<file path="src/rtl/fetch_buffer.sv">
// Instruction fetch stage: issues sequential IMEM reads, buffers tagged responses
// in a small FIFO, and hands them to decode; a redirect squashes everything in flight.
module fetch_buffer #(
  parameter int DEPTH      = 4,
  parameter int ADDR_WIDTH = 16,
  parameter int DATA_WIDTH = 16
) (
  input  logic                    clk,
  input  logic                    reset,
  input  logic                    redirect_enable,
  input  logic [ADDR_WIDTH-1:0]   redirect_address,
  output logic [ADDR_WIDTH-1:0]   imem_address,
  output logic                    imem_enable,
  input  logic [DATA_WIDTH-1:0]   imem_instruction,
  output logic                    out_valid,
  input  logic                    out_ready,
  output logic [DATA_WIDTH-1:0]   out_instruction,
  output logic [ADDR_WIDTH-1:0]   out_pc,
  output logic [$clog2(DEPTH):0]  occupancy
);

  localparam int PW = $clog2(DEPTH);
  localparam int CW = PW + 1;

  logic [ADDR_WIDTH-1:0] fetch_pc_q, fetch_pc_d;
  logic [ADDR_WIDTH-1:0] inflight_pc_q, inflight_pc_d;
  logic                  inflight_q, inflight_d;
  logic                  squash_q, squash_d;
  logic [PW-1:0]         rd_ptr_q, rd_ptr_d;
  logic [PW-1:0]         wr_ptr_q, wr_ptr_d;
  logic [CW-1:0]         count_q, count_d;
  logic [ADDR_WIDTH-1:0] pc_mem_q    [DEPTH];
  logic [DATA_WIDTH-1:0] instr_mem_q [DEPTH];

  logic          issue_s;
  logic          push_s;
  logic          pop_s;
  logic [CW-1:0] pending_s;

  // Issue only when every buffered and in-flight fetch is guaranteed a slot
  always_comb begin
    pending_s = count_q + {{(CW-1){1'b0}}, inflight_q};
    issue_s   = reset & ~redirect_enable & (pending_s < CW'(DEPTH));
    push_s    = inflight_q & ~squash_q & ~redirect_enable;
    pop_s     = (count_q != {CW{1'b0}}) & out_ready & ~redirect_enable;
  end

  // Next-state for fetch pointer, in-flight tracking and FIFO bookkeeping
  always_comb begin
    fetch_pc_d    = fetch_pc_q;
    inflight_pc_d = inflight_pc_q;
    inflight_d    = 1'b0;
    squash_d      = 1'b0;
    rd_ptr_d      = rd_ptr_q;
    wr_ptr_d      = wr_ptr_q;
    count_d       = count_q;
    if (redirect_enable) begin
      fetch_pc_d = redirect_address;
      squash_d   = inflight_q;
      rd_ptr_d   = {PW{1'b0}};
      wr_ptr_d   = {PW{1'b0}};
      count_d    = {CW{1'b0}};
    end else begin
      inflight_d = issue_s;
      if (issue_s) begin
        inflight_pc_d = fetch_pc_q;
        fetch_pc_d    = fetch_pc_q + {{(ADDR_WIDTH-1){1'b0}}, 1'b1};
      end else begin
        inflight_pc_d = inflight_pc_q;
      end
      if (pop_s) begin
        rd_ptr_d = rd_ptr_q + {{(PW-1){1'b0}}, 1'b1};
      end else begin
        rd_ptr_d = rd_ptr_q;
      end
      if (push_s) begin
        wr_ptr_d = wr_ptr_q + {{(PW-1){1'b0}}, 1'b1};
      end else begin
        wr_ptr_d = wr_ptr_q;
      end
      case ({push_s, pop_s})
        2'b10:   count_d = count_q + {{(CW-1){1'b0}}, 1'b1};
        2'b01:   count_d = count_q - {{(CW-1){1'b0}}, 1'b1};
        default: count_d = count_q;
      endcase
    end
  end

  // Control state register
  always_ff @(posedge clk or negedge reset) begin
    if (!reset) begin
      fetch_pc_q    <= {ADDR_WIDTH{1'b0}};
      inflight_pc_q <= {ADDR_WIDTH{1'b0}};
      inflight_q    <= 1'b0;
      squash_q      <= 1'b0;
      rd_ptr_q      <= {PW{1'b0}};
      wr_ptr_q      <= {PW{1'b0}};
      count_q       <= {CW{1'b0}};
    end else begin
      fetch_pc_q    <= fetch_pc_d;
      inflight_pc_q <= inflight_pc_d;
      inflight_q    <= inflight_d;
      squash_q      <= squash_d;
      rd_ptr_q      <= rd_ptr_d;
      wr_ptr_q      <= wr_ptr_d;
      count_q       <= count_d;
    end
  end

  // Entry storage; contents are only meaningful below count, so no reset needed
  always_ff @(posedge clk) begin
    if (push_s) begin
      pc_mem_q[wr_ptr_q]    <= inflight_pc_q;
      instr_mem_q[wr_ptr_q] <= imem_instruction;
    end
  end

  assign imem_enable     = issue_s;
  assign imem_address    = fetch_pc_q;
  assign out_valid       = (count_q != {CW{1'b0}});
  assign out_instruction = instr_mem_q[rd_ptr_q];
  assign out_pc          = pc_mem_q[rd_ptr_q];
  assign occupancy       = count_q;

endmodule

</file>
<file path="config.mk">
export PLATFORM = sky130hd
export DESIGN_NAME = fetch_buffer
export DESIGN_NICKNAME = d
export VERILOG_FILES = /design/src/rtl/fetch_buffer.sv
export SDC_FILE = /design/constraint.sdc
export NUM_CORES = 1
export LEC_CHECK = 0
export BUFFER_PORTS_ARGS = -buffer_cell sky130_fd_sc_hd__buf_2
export CAP_MARGIN = 5
export CORE_UTILIZATION = 35
export CTS_CLUSTER_DIAMETER = 200
export DETAILED_ROUTE_END_ITERATION = 16
export SKIP_CTS_REPAIR_TIMING = 1
export SYNTH_ARGS = -nofsm -noshare
export SYNTH_HDL_FRONTEND = slang
export SYNTH_SLANG_ARGS = --single-unit
</file>
<file path="constraint.sdc">
create_clock -name clk -period 2.91 [get_ports clk]
set_clock_uncertainty 0.15 [all_clocks]
set_input_delay 0.291 -clock clk [delete_from_list [all_inputs] [get_ports clk]]
set_output_delay 0.291 -clock clk [all_outputs]
set_load 0.02 [all_outputs]
</file>
==> flow_metrics.py <==
metrics = {
    "critical_path": {
        "critPathMostFrequentCell": "buf_2",
        "critPathKind": "in -> out",
        "crit_path_end_kind": "output port",
        "worst_path_largest_cell_delay_ns": 0.54,
        "timing.rr.end": "occupancy[2]",
        "cp_max_fo": 17,
        "critPathArrivalTime_ns": 2.24,
        "crit_slowest_cell": "dlygate4sd3_1",
        "worst_setup_path_start_kind": "primary input",
        "crit_required_ns": 2.47,
        "reg2reg_depth": 7,
        "r2r-start": "occupancy[0]",
        "rrSetupSlack_ns": 0.45,
        "path_cells": "dlygate4sd3_1 -> buf_2 -> nor2b_1 -> mux2i_1 -> buf_4 -> nor2_4 -> buf_2",
    },
    "die": {
        "io_pins": 89,
        "rows": 50,
        "core-area_um2": 18800,
        "initial_core_util_pct": 35.9,
        "die_y_um": 141,
        "die_area_um2": 19900,
        "fp.dieW_um": 141,
    },
    "timing": {
        "min_period_ns": 2.68,
        "rsz0062_at_grt": "false",
        "tightestPinTransition_ns": 0.601,
        "hold_viol_final": 1,
        "setup_slack_ns": 0.233,
        "slew_viol_final": 0,
        "finalSetupViolCount": 0,
        "whs_ns": -0.00130,
        "finalCritPeriodShare_pct": 92.0,
        "fmaxAchievable_mhz": 374,
        "slew_headroom_pct": 59.6,
        "fin_setup_tns_ns": 0,
    },
    "grt": {
        "grt_pass1_wl_mm": 20.9,
        "grt_pass1_vias": 3855,
        "groute.usage.overall_pct": 14.3,
        "grt_max_degree": 33,
        "overflow": 0,
        "antenna_found_initial": 0,
    },
    "finish": {
        "layout-drive-gt1-share_pct": 38.3,
        "regArea_um2": 4870,
        "final_core_util_pct": 44.8,
        "num_antenna_cells": 0,
        "nets": 543,
        "multi_input_area_um2": 1770,
        "layout_commonest_cell": "edfxtp_1",
        "mostFrequentLayoutCells": "128 x edfxtp_1, 88 x buf_2, 39 x dfrtp_1",
        "fin_area_um2": 8430,
        "num-fill-cells": 1676,
        "areaGrowthSynthToFinish_pct": 24.8,
    },
    "clock_tree": {
        "cts.path.max_buffers": 2,
        "insertion_delay_ns": 0.42,
        "htreeDepth": 4,
        "cts_buffers": 17,
        "cts_sinks": 169,
        "cts_tree": "yes",
        "cts_root_buf": "clkbuf_16",
        "cts.clk_slew.worst_paths_ns": 0.06,
    },
    "run_status": {
        "violations": "negative hold slack",
        "status": "complete, but fails checks",
    },
    "place": {
        "dpl_cell_area_um2": 7550,
        "gp_congestion": 0.775,
        "dp_slack_ns": 0.473,
        "io_buffers": 88,
        "post-dp-hpwl_mm": 8.61,
    },
    "routing": {
        "drc_errors": 0,
        "final_antenna_net_count": 0,
        "wl_per_cell_um": 17.2,
        "finalWirelength_mm": 13.3,
        "drt_iter0_markers": 226,
        "num_vias": 3812,
        "dr.pass1.iters": 4,
        "routed_via_density": 4.93,
    },
    "yosys": {
        "synth-edff-count": 128,
        "syn_inst": 376,
        "yosys.cell_types.count": 49,
        "async_flop_share_pct": 24.3,
        "syn_area_per_cell_um2": 18.0,
        "syn_nets": 418,
        "yosysWarnings": 0,
        "yosys_register_bits": 169,
        "synth_flop_cell": "edfxtp_1",
        "syn_area_um2": 6760,
        "synth_seq_area_share_pct": 72.1,
    },
    "hold_path": {
        "worstHoldStart": "redirect_address[2]",
        "hold_depth": 3,
        "hold_path_class": "in -> reg",
        "min_to": "imem_address[2]",
    },
    "pwr": {
        "switching_share_pct": 28.3,
        "seqPwrFrac_pct": 45.8,
        "combPwrFrac_pct": 20.1,
        "power_per_cell_area_nw_per_um2": 832,
        "peakVddDrop_uv": 556,
        "clkPwrFrac_pct": 34.1,
        "intPower_w": 0.00503,
        "p_leak_nw": 3.02,
        "net-switching-power_w": 0.00199,
    },
    "run": {
        "drv_cap": 0,
    },
}
[logic make-up (layout without fill, tap and decap cells)]
family	count (synthesis)	count (layout)	synth area share, %
adders and majority gates	6	6	1.22
AOI/OAI and AO/OA	33	33	3.31
DFF	169	169	72.1
xor gates and xnor gates	5	5	0.648
buffers and inverters	28	166	1.85
and+or+nand+nor	79	79	6.35
muxes	56	56	14.6
[flip-flops by register name, summed over array words and instances (netlist names)]
signal         count
occupancy          3
wr_ptr_q           2
instr_mem_q       64
inflight_pc_q     16
inflight_q         1
pc_mem_q          64
imem_address      16
squash_q           1
rd_ptr_q           2
[power groups by stage]
| stage | combinational, W | clock [W] | sequential, W |
|---|---|---|---|
| floorplan | 0.000981 | 0 | 0.00317 |
| global placement | 0.00138 | 0 | 0.00323 |
| detailed placement | 0.00141 | 0 | 0.00327 |
| CTS | 0.00141 | 0.00244 | 0.00322 |
| global route | 0.00153 | 0.00253 | 0.00326 |
| finish | 0.00141 | 0.00239 | 0.00322 |
[per-stage QoR]
step / cells / power [W]
floorplan: 376 / 0.00415
global placement: 718 / 0.00462
detailed placement: 718 / 0.00468
CTS: 750 / 0.00707
global route: 774 / 0.00732
finish: 774 / 0.00702
[area by class of cell]
type / instances / area share [%]
Clock buffer: 17 / 5.05
Clock inverter: 15 / 2.51
Inverter: 9 / 0.401
Multi-Input combinational cell: 179 / 21.0
Sequential cell: 169 / 57.8
Tap cell: 260 / 3.86
Timing Repair Buffer: 125 / 9.38
[how the worst max path moves through the flow]
stage / slack [ns] / from / cells after the start / to
2_1_floorplan: 0.61 / redirect_enable / 4 / instr_mem_q[0][0]
3_3_place_gp: 0.55 / reset / 6 / imem_enable
3_5_place_dp: 0.47 / occupancy[1] / 7 / occupancy[2]
4_1_cts: 0.06 / occupancy[0] / 5 / imem_enable
5_1_grt: 0.05 / reset / 7 / imem_enable
6_report: 0.23 / reset / 7 / imem_enable
[critical path, delay by kind of cell]
| kind | cells | cell delay [ns] |
|---|---|---|
| buf+inv | 4 | 1.27 |
| simple gates | 2 | 0.57 |
| mux | 1 | 0.09 |
[cells in the mapped netlist, types with 2 or more instances]
| library cell | instances | area (um2) |
|---|---|---|
| a211oi_1 | 2 | 15.0 |
| a21oi_1 | 2 | 10.0 |
| a31oi_1 | 9 | 56.3 |
| and2_1 | 3 | 18.8 |
| and3_1 | 7 | 43.8 |
| buf_2 | 4 | 20.0 |
| buf_4 | 2 | 15.0 |
| clkbuf_1 | 11 | 41.3 |
| dfrtp_1 | 41 | 1030 |
| edfxtp_1 | 128 | 3840 |
| ha_1 | 5 | 62.6 |
| inv_1 | 8 | 30.0 |
| mux2_2 | 18 | 203 |
| mux2i_1 | 6 | 60.1 |
| mux4_2 | 32 | 721 |
| nand2_1 | 7 | 26.3 |
| nand3_1 | 11 | 55.1 |
| nand4_1 | 3 | 18.8 |
| nor2_1 | 22 | 82.6 |
| nor2b_1 | 2 | 12.5 |
| nor3_1 | 3 | 15.0 |
| nor4_1 | 2 | 12.5 |
| o211ai_1 | 2 | 15.0 |
| o21ai_0 | 7 | 35.0 |
| o311ai_0 | 2 | 17.5 |
| o31ai_1 | 5 | 37.5 |
| or2_2 | 2 | 12.5 |
| or3_1 | 3 | 18.8 |
| or4_1 | 4 | 30.0 |
| xnor2_1 | 3 | 26.3 |
| xor2_1 | 2 | 17.5 |
[routing by layer]
| metal | vias to the layer above | share of wire, % | track usage (%) |
|---|---|---|---|
| met5 | - | 0 | 0 |
| met4 | 0 | 1.3 | 4.81 |
| met3 | 13 | 3.8 | 4.48 |
| met2 | 108 | 48 | 22.8 |
| met1 | 1944 | 47 | 18.4 |
| li1 | 1747 | - | - |
Power figures use the tool's default switching activity.
